[src/rtl/pipe_pkg.sv]
// Shared decode constants and the control bundle for the MIPS ID stage.
package pipe_pkg;

  localparam logic [5:0] OP_RTYPE = 6'h00;
  localparam logic [5:0] OP_LW    = 6'h23;
  localparam logic [5:0] OP_SW    = 6'h2b;
  localparam logic [5:0] OP_BEQ   = 6'h04;
  localparam logic [5:0] OP_BNE   = 6'h05;
  localparam logic [5:0] OP_ADDI  = 6'h08;
  localparam logic [5:0] OP_ANDI  = 6'h0c;
  localparam logic [5:0] OP_ORI   = 6'h0d;
  localparam logic [5:0] OP_SLTI  = 6'h0a;

  // Control bits that travel to EX alongside the ALU operation.
  typedef struct packed {
    logic regwrite;
    logic memtoreg;
    logic memread;
    logic memwrite;
    logic alusrc;
    logic regdst;
  } ctrl_t;

  localparam int CTRL_W = $bits(ctrl_t);

endpackage

[src/rtl/id_regfile.sv]
// Two-read, one-write register file; entry 0 is hard-wired to zero and a
// same-cycle write is bypassed to the read ports.
module id_regfile #(
  parameter int DATA_W   = 32,
  parameter int NUM_REGS = 32,
  localparam int AW      = $clog2(NUM_REGS)
)(
  input  logic              clk_i,
  input  logic              reset_i,
  input  logic              we_i,
  input  logic [AW-1:0]     wAddr_i,
  input  logic [DATA_W-1:0] wData_i,
  input  logic [AW-1:0]     rsAddr_i,
  input  logic [AW-1:0]     rtAddr_i,
  output logic [DATA_W-1:0] rsData_o,
  output logic [DATA_W-1:0] rtData_o
);

  logic [DATA_W-1:0] regs_q [NUM_REGS];

  // Storage update: writes to entry 0 are dropped so it always reads zero.
  always_ff @(posedge clk_i) begin
    if (reset_i) begin
      for (int i = 0; i < NUM_REGS; i++) begin
        regs_q[i] <= '0;
      end
    end else if (we_i && (wAddr_i != '0)) begin
      regs_q[wAddr_i] <= wData_i;
    end
  end

  // Read ports with write-through so the writeback value is seen this cycle.
  always_comb begin
    rsData_o = '0;
    rtData_o = '0;
    if (rsAddr_i != '0) begin
      if (we_i && (wAddr_i == rsAddr_i)) rsData_o = wData_i;
      else                               rsData_o = regs_q[rsAddr_i];
    end
    if (rtAddr_i != '0) begin
      if (we_i && (wAddr_i == rtAddr_i)) rtData_o = wData_i;
      else                               rtData_o = regs_q[rtAddr_i];
    end
  end

endmodule

[src/rtl/id_stage_pipelined.sv]
// MIPS instruction-decode stage: register file, control decode, hazard
// detection, early branch resolution and the registered ID/EX boundary.
module id_stage_pipelined
  import pipe_pkg::*;
#(
  parameter int DATA_W   = 32,
  parameter int NUM_REGS = 32,
  parameter int ALUOP_W  = 6,
  parameter int CNT_W    = 16,
  localparam int REG_AW  = $clog2(NUM_REGS)
)(
  input  logic               Clk,
  input  logic               Reset,
  input  logic               if_valid,
  input  logic [31:0]        if_instr,
  input  logic [DATA_W-1:0]  if_pc4,
  input  logic               hold,
  input  logic               wb_we,
  input  logic [REG_AW-1:0]  wb_addr,
  input  logic [DATA_W-1:0]  wb_data,
  input  logic               ex_memread,
  input  logic               ex_regwrite,
  input  logic [REG_AW-1:0]  ex_dst,
  input  logic               mem_regwrite,
  input  logic [REG_AW-1:0]  mem_dst,
  input  logic [DATA_W-1:0]  mem_result,
  output logic               stall,
  output logic               branch_taken,
  output logic [DATA_W-1:0]  branch_target,
  output logic               idex_valid,
  output logic               idex_regwrite,
  output logic               idex_memtoreg,
  output logic               idex_memread,
  output logic               idex_memwrite,
  output logic               idex_alusrc,
  output logic               idex_regdst,
  output logic [ALUOP_W-1:0] idex_aluop,
  output logic [DATA_W-1:0]  idex_rs_data,
  output logic [DATA_W-1:0]  idex_rt_data,
  output logic [DATA_W-1:0]  idex_imm,
  output logic [REG_AW-1:0]  idex_rs,
  output logic [REG_AW-1:0]  idex_rt,
  output logic [REG_AW-1:0]  idex_rd,
  output logic [DATA_W-1:0]  idex_pc4,
  output logic [CNT_W-1:0]   stall_count
);

  typedef struct packed {
    logic               valid;
    ctrl_t              ctrl;
    logic [ALUOP_W-1:0] aluop;
    logic [DATA_W-1:0]  rsData;
    logic [DATA_W-1:0]  rtData;
    logic [DATA_W-1:0]  imm;
    logic [REG_AW-1:0]  rs;
    logic [REG_AW-1:0]  rt;
    logic [REG_AW-1:0]  rd;
    logic [DATA_W-1:0]  pc4;
  } idex_t;

  idex_t              idex_q, idex_d;
  logic [CNT_W-1:0]   cnt_q, cnt_d;
  logic               memLoad_q, memLoad_d;

  logic [5:0]         opcode;
  logic [5:0]         funct;
  logic [15:0]        imm16;
  logic [REG_AW-1:0]  rsIdx, rtIdx, rdIdx;
  logic [DATA_W-1:0]  immSext, immZext;
  logic [DATA_W-1:0]  rfRs, rfRt, brA, brB;

  ctrl_t              ctrl;
  logic [ALUOP_W-1:0] aluop;
  logic               usesRs, usesRt, isBeq, isBne, zeroExt;
  logic               isBranch, loadUse, branchHaz, memLoadHaz, operandsEq;

  assign opcode  = if_instr[31:26];
  assign funct   = if_instr[5:0];
  assign imm16   = if_instr[15:0];
  assign rsIdx   = REG_AW'(if_instr[25:21]);
  assign rtIdx   = REG_AW'(if_instr[20:16]);
  assign rdIdx   = REG_AW'(if_instr[15:11]);
  assign immSext = {{(DATA_W-16){imm16[15]}}, imm16};
  assign immZext = {{(DATA_W-16){1'b0}}, imm16};

  id_regfile #(
    .DATA_W   (DATA_W),
    .NUM_REGS (NUM_REGS)
  ) u_regfile (
    .clk_i    (Clk),
    .reset_i  (Reset),
    .we_i     (wb_we),
    .wAddr_i  (wb_addr),
    .wData_i  (wb_data),
    .rsAddr_i (rsIdx),
    .rtAddr_i (rtIdx),
    .rsData_o (rfRs),
    .rtData_o (rfRt)
  );

  // Control decode; unknown opcodes fall through as an all-zero NOP.
  always_comb begin
    ctrl    = '0;
    aluop   = '0;
    usesRs  = 1'b0;
    usesRt  = 1'b0;
    isBeq   = 1'b0;
    isBne   = 1'b0;
    zeroExt = 1'b0;
    case (opcode)
      OP_RTYPE: begin
        ctrl.regdst   = 1'b1;
        ctrl.regwrite = 1'b1;
        aluop         = ALUOP_W'(funct);
        usesRs        = 1'b1;
        usesRt        = 1'b1;
      end
      OP_LW: begin
        ctrl.regwrite = 1'b1;
        ctrl.memtoreg = 1'b1;
        ctrl.memread  = 1'b1;
        ctrl.alusrc   = 1'b1;
        aluop         = ALUOP_W'(opcode);
        usesRs        = 1'b1;
      end
      OP_SW: begin
        ctrl.memwrite = 1'b1;
        ctrl.alusrc   = 1'b1;
        aluop         = ALUOP_W'(opcode);
        usesRs        = 1'b1;
        usesRt        = 1'b1;
      end
      OP_BEQ, OP_BNE: begin
        isBeq  = (opcode == OP_BEQ);
        isBne  = (opcode == OP_BNE);
        aluop  = ALUOP_W'(opcode);
        usesRs = 1'b1;
        usesRt = 1'b1;
      end
      OP_ADDI, OP_SLTI: begin
        ctrl.regwrite = 1'b1;
        ctrl.alusrc   = 1'b1;
        aluop         = ALUOP_W'(opcode);
        usesRs        = 1'b1;
      end
      OP_ANDI, OP_ORI: begin
        ctrl.regwrite = 1'b1;
        ctrl.alusrc   = 1'b1;
        aluop         = ALUOP_W'(opcode);
        usesRs        = 1'b1;
        zeroExt       = 1'b1;
      end
      default: ;
    endcase
  end

  assign isBranch = isBeq | isBne;

  // A load in EX cannot forward in time for any consumer in ID.
  assign loadUse = if_valid && ex_memread && (ex_dst != '0) &&
                   ((usesRs && (ex_dst == rsIdx)) || (usesRt && (ex_dst == rtIdx)));

  // Branches compare in ID, so any EX producer of an operand must drain first.
  assign branchHaz = if_valid && isBranch && ex_regwrite && (ex_dst != '0) &&
                     ((ex_dst == rsIdx) || (ex_dst == rtIdx));

  // A load sitting in MEM has no data yet, so the branch waits one more cycle.
  assign memLoadHaz = if_valid && isBranch && mem_regwrite && memLoad_q && (mem_dst != '0) &&
                      ((mem_dst == rsIdx) || (mem_dst == rtIdx));

  assign stall = loadUse | branchHaz | memLoadHaz;

  // Branch operands prefer the MEM result over the (older) register file value.
  always_comb begin
    brA = rfRs;
    brB = rfRt;
    if (mem_regwrite && (mem_dst != '0) && (mem_dst == rsIdx)) brA = mem_result;
    if (mem_regwrite && (mem_dst != '0) && (mem_dst == rtIdx)) brB = mem_result;
  end

  assign operandsEq    = (brA == brB);
  assign branch_taken  = if_valid && !stall && !hold &&
                         ((isBeq && operandsEq) || (isBne && !operandsEq));
  assign branch_target = if_pc4 + (immSext << 2);

  // Next ID/EX contents: hold keeps everything, a stall inserts a bubble.
  always_comb begin
    idex_d    = idex_q;
    memLoad_d = ex_memread;
    cnt_d     = cnt_q;
    if (!hold) begin
      if (stall) begin
        idex_d = '0;
        if (cnt_q != '1) cnt_d = cnt_q + CNT_W'(1);
      end else begin
        idex_d.valid  = if_valid;
        idex_d.ctrl   = ctrl;
        idex_d.aluop  = aluop;
        idex_d.rsData = rfRs;
        idex_d.rtData = rfRt;
        idex_d.imm    = zeroExt ? immZext : immSext;
        idex_d.rs     = rsIdx;
        idex_d.rt     = rtIdx;
        idex_d.rd     = rdIdx;
        idex_d.pc4    = if_pc4;
      end
    end
  end

  // ID/EX boundary, stall counter and the MEM-is-a-load tag.
  always_ff @(posedge Clk) begin
    if (Reset) begin
      idex_q    <= '0;
      cnt_q     <= '0;
      memLoad_q <= 1'b0;
    end else begin
      idex_q    <= idex_d;
      cnt_q     <= cnt_d;
      memLoad_q <= memLoad_d;
    end
  end

  assign idex_valid    = idex_q.valid;
  assign idex_regwrite = idex_q.ctrl.regwrite;
  assign idex_memtoreg = idex_q.ctrl.memtoreg;
  assign idex_memread  = idex_q.ctrl.memread;
  assign idex_memwrite = idex_q.ctrl.memwrite;
  assign idex_alusrc   = idex_q.ctrl.alusrc;
  assign idex_regdst   = idex_q.ctrl.regdst;
  assign idex_aluop    = idex_q.aluop;
  assign idex_rs_data  = idex_q.rsData;
  assign idex_rt_data  = idex_q.rtData;
  assign idex_imm      = idex_q.imm;
  assign idex_rs       = idex_q.rs;
  assign idex_rt       = idex_q.rt;
  assign idex_rd       = idex_q.rd;
  assign idex_pc4      = idex_q.pc4;
  assign stall_count   = cnt_q;

endmodule

[config.mk]
export PLATFORM = sky130hd
export DESIGN_NAME = id_stage_pipelined
export DESIGN_NICKNAME = d
export VERILOG_FILES = /design/src/rtl/pipe_pkg.sv /design/src/rtl/id_regfile.sv /design/src/rtl/id_stage_pipelined.sv
export SDC_FILE = /design/constraint.sdc
export NUM_CORES = 2
export LEC_CHECK = 0
export ABC_CLOCK_PERIOD_IN_PS = 7420
export BUFFER_PORTS_ARGS = -buffer_cell sky130_fd_sc_hd__buf_2
export CORE_UTILIZATION = 40
export CTS_CLUSTER_SIZE = 24
export DETAILED_ROUTE_END_ITERATION = 16
export SYNTH_ARGS = -nofsm -noshare
export SYNTH_HDL_FRONTEND = slang
export SYNTH_SLANG_ARGS = --single-unit
[constraint.sdc]
create_clock -name Clk -period 7.42 [get_ports Clk]
set_input_delay 0.742 -clock Clk [delete_from_list [all_inputs] [get_ports Clk]]
set_output_delay 0.742 -clock Clk [all_outputs]
set_load 0.02 [all_outputs]
==> results.rst <==
.. list-table::
   :header-rows: 1

   * - Metric
     - Value
   * - Average cell area after synthesis
     - 12.9 um^2
   * - Synth top cells by count
     - sky130_fd_sc_hd__edfxtp_1 (1024), sky130_fd_sc_hd__and2_1 (870), sky130_fd_sc_hd__mux4_2 (411)
   * - Slack of the worst reg-to-reg path
     - 4300 ps
   * - Sequence of cells on the critical path
     - buf_2 -> or4_1 -> o21ai_0 -> nor3_2 -> nor2_2 -> a22oi_1 -> or4_1 -> or3_1 -> or4b_1 -> or4_1 -> nand3_1 -> buf_2
   * - CTS H-tree lvls
     - 4
   * - Endpoint, Worst Hold
     - memLoad_q$_SDFF_PP0_
   * - Arr. time, crit path
     - 6360 ps
   * - Crit start category
     - input pin
   * - Transition time at the pin with the least slew margin
     - 1460 ps
   * - Y dimension of the die
     - 403 um
   * - Hold-fix buffers at CTS
     - 0
   * - Post-detailed-routing wire length
     - 281000 um
   * - Clock slew at reported path FFs
     - 60 ps
   * - Number of setup buffers added after CTS
     - 0
   * - Flip-flop cell with the highest count after synthesis
     - sky130_fd_sc_hd__edfxtp_1
   * - Area of the mapped netlist
     - 0.0643 mm^2
   * - Mux cell area share after synthesis
     - 18.8%
   * - Kind of critical path
     - in -> out
   * - Max Fanout on Critical Path
     - 11
   * - Global-route total usage across every layer
     - 33.8%
   * - Number of unique standard cell types used by synthesis
     - 79
   * - Critical Path RT
     - 6680 ps
   * - CTS max path bufs
     - 3
   * - Part of the power in registers
     - 45.1%
   * - Congestion Overflow GR
     - 0
   * - Critical hold path startpoint
     - ex_memread
   * - Number of DRC markers in iteration 0
     - 8924
   * - Total power divided by cell area
     - 236 mW/mm^2
   * - Cell with the most instances on the worst path
     - sky130_fd_sc_hd__or4_1
   * - Maxcap violations
     - 1
   * - Worst min path class
     - in -> reg
   * - Fin Setup TNS
     - 0 ps
   * - Share of synthesized area occupied by flip-flops and latches
     - 52.6%
   * - Share of total power consumed by net switching
     - 27.8%
   * - Simple-gate area share of the yosys netlist
     - 14.7%
   * - CTS tree
     - done
   * - Remaining max-slew budget at the tightest pin
     - 1.59%
   * - Hold-critical path depth
     - 2
   * - Number of antenna violations at the first check in global routing
     - 47
   * - Worst path slowest cell
     - sky130_fd_sc_hd__o21ai_0
   * - Post-synth top area cell
     - sky130_fd_sc_hd__edfxtp_1
   * - Sequential standard cell area
     - 0.0338 mm^2
   * - Final hold violations
     - 0
   * - Yosys top cell area share
     - 47.8%
   * - Clock power share
     - 39.3%
   * - Area inside the core boundary
     - 0.159 mm^2
   * - Cell count after synthesis
     - 4986
   * - Combinational Power Share
     - 15.5%
   * - Switching component of the power
     - 0.00478 W
   * - Outcome
     - complete, but fails checks
   * - Routability congestion estimate
     - 0.992
   * - Die outline area
     - 0.162 mm^2
   * - Clock latency at the later pin of the worst-skew pair
     - 810 ps
   * - Xor-xnor portion of the synthesized cell area
     - 1.24%
   * - Launch instance of the worst register-to-register path
     - memLoad_q$_SDFF_PP0_
   * - Final cycle utilization of the critical path
     - 95.7%
   * - Area Growth Syn to Fin
     - 13.4%
   * - Endpoint of the worst-slack reg-to-reg timing path
     - stall_count[5]$_SDFFE_PP0P_
   * - Detailed-route via count
     - 50000
   * - Worst Reg2Reg Path Length in Cells
     - 8
   * - Average via count per standard cell
     - 6.74
   * - Delay contributed by the slowest stage of the critical path
     - 1020 ps
   * - Post-route ant nets
     - 0
   * - Area of the multi-input gates
     - 0.0284 mm^2
   * - Cell with the most instances after synthesis
     - sky130_fd_sc_hd__edfxtp_1
   * - Unrepaired setup endpoints after global routing
     - false
   * - Boundary pin count
     - 357
   * - Number of storage elements in the synthesis netlist
     - 1176
   * - Synthesized-area fraction occupied by ao, oa, aoi and oai cells
     - 8.18%
   * - Initial cell density of the core
     - 40.4%
   * - Endpoint class of the critical path
     - primary output
   * - Fin crit period
     - 7100 ps
   * - Number of global-route vias before repair
     - 47000
   * - Detail-routed net length per standard cell
     - 37.8 um
   * - Leakage
     - 26.3 nW
   * - Max Transition Viols Final
     - 0
   * - Most area-consuming cells after synthesis
     - sky130_fd_sc_hd__edfxtp_1 (48%), sky130_fd_sc_hd__mux4_2 (14%), sky130_fd_sc_hd__and2_1 (8.5%)
   * - Cts bufs inserted
     - 135
   * - Buffer type at the clock tree root
     - sky130_fd_sc_hd__clkbuf_16
   * - Timing-limited maximum frequency
     - 0.141 GHz
   * - Placed cell area
     - 0.0685 mm^2
   * - Final Instance Area
     - 0.0729 mm^2
   * - Number of clock sinks
     - 1176
   * - Proportion of layout cells with a drive suffix above 1
     - 24.5%
   * - Count of flip-flops with a built-in enable after synthesis
     - 1024
   * - Largest net degree at the start of global routing
     - 94
   * - Total half-perimeter wirelength after legalization and detailed placement
     - 172000 um
   * - DR DRC count
     - 0
   * - Number of cells upsized or downsized after cts
     - 0
   * - Violated checks
     - capacitance limit
   * - Main combinational cell family by area after synthesis
     - multiplexers
   * - Cell Rows
     - 146
   * - I/O Buffers
     - 356
   * - Internal power consumption
     - 0.0124 W
   * - Wire length of the first global-routing pass
     - 379000 um
   * - Share of synthesized registers carrying an async set or reset
     - 0%
   * - Number of warnings reported in the yosys synthesis log
     - 0
   * - Peak supply drop
     - 195 uV
   * - Number of nets in the layout
     - 5394
   * - Clock Skews
     - 35.8 ps
   * - Number of fill cells
     - 14100
   * - Share of synthesized cell area in full adder, half adder and majority cells
     - 0.615%
   * - Count of TritonRoute iterations in the first routing pass
     - 7
   * - Final setup violation count
     - 0
   * - Die width
     - 403 um
[through the flow]
stage	hold WS [ps]	cells	util (%)	total power [W]	worst slack (ps)
floorplan	541	5017	-	0.00937	1940
global placement	450	7146	43.1	0.0104	582
detailed placement	457	7146	43.1	0.0105	543
CTS	152	7389	45.8	0.0171	537
global route	203	7401	45.9	0.0175	284
finish	194	7415	45.9	0.0172	323
[power by group through the flow]
stage	Clock [W]	Combinational, W	Sequential, W
2_1_floorplan	0	0.00151	0.00786
3_3_place_gp	0	0.00256	0.00786
3_5_place_dp	0	0.00257	0.00788
4_1_cts	0.00675	0.00258	0.00774
5_1_grt	0.00700	0.00272	0.00778
6_report	0.00675	0.00267	0.00775
[flip-flops by register name (all words and copies together), names as in the netlist]
signal,flops
idex_rs,5
idex_imm,17
idex_rt,5
u_regfile.regs_q,1024
idex_aluop,6
stall_count,16
idex_rt_data,32
memLoad_q,1
idex_valid,1
idex_memwrite,1
idex_memtoreg,1
idex_pc4,32
idex_regwrite,1
idex_alusrc,1
idex_rs_data,32
idex_regdst,1
[per-layer routing]
| layer | wire length [um] | global-route usage [%] | vias to the layer above |
|---|---|---|---|
| li1 | - | - | 19500 |
| met1 | 97600 | 42.0 | 25100 |
| met3 | 41000 | 11.7 | 946 |
| met5 | 212 | 0 | - |
| met2 | 122000 | 50.2 | 4407 |
| met4 | 20000 | 21.9 | 32 |
[cell families after synthesis]
family	Yosys count
compound gates	743
mux	684
xor+xnor	91
buf+inv	543
flops	1176
other cells	1
simple gates	1717
fa+ha+maj	31
[worst max-delay path: cells and delay by family]
family	cells	cell delay, ps
AO/OA/AOI/OAI	2	1260
AND/OR/NAND/NOR	8	3970
buffers and inverters	2	350
[how the worst max path moves through the flow]
stage            startpoint            to  slack [ps]  cells past startpoint
6_report         mem_dst[0]  branch_taken         320                     12
5_1_grt        if_instr[16]  branch_taken         280                     15
3_5_place_dp   if_instr[16]  branch_taken         540                     15
3_3_place_gp   if_instr[16]  branch_taken         580                     15
2_1_floorplan  if_instr[21]  branch_taken        1940                     17
4_1_cts        if_instr[16]  branch_taken         540                     15
[placed cells by master (no fill, tap or decap), drive strengths merged, types with 11 or more instances in the layout]
| cell type | instances |
|---|---|
| diode | 25 |
| o22ai | 26 |
| nand4 | 20 |
| inv | 35 |
| nor3 | 217 |
| buf | 571 |
| or3 | 15 |
| nand2b | 11 |
| and2 | 872 |
| a221o | 33 |
| a22o | 34 |
| a221oi | 20 |
| mux2i | 241 |
| xor2 | 32 |
| dfxtp | 152 |
| mux2 | 28 |
| a22oi | 80 |
| o221ai | 84 |
| clkbuf | 181 |
| o21ai | 54 |
| a31oi | 16 |
| o211ai | 18 |
| nor2b | 26 |
| clkinv | 45 |
| ha | 30 |
| o22a | 12 |
| nor2 | 283 |
| a211o | 26 |
| xnor2 | 59 |
| conb | 32 |
| a32oi | 45 |
| a21o | 16 |
| nand3 | 38 |
| or2 | 37 |
| nand2 | 149 |
| mux4 | 415 |
| edfxtp | 1024 |
| a21oi | 221 |
[cell type report]
class                      count  area share, %
clock buffer                 180           5.17
multi-input combinational   3298           38.9
antenna                       25         0.0858
tap                         2072           3.56
timing repair buffer         572           4.97
inverter                      29          0.151
clock inverter                63          0.789
sequential                  1176           46.4
No activity file was read; power rests on OpenSTA's default activity.
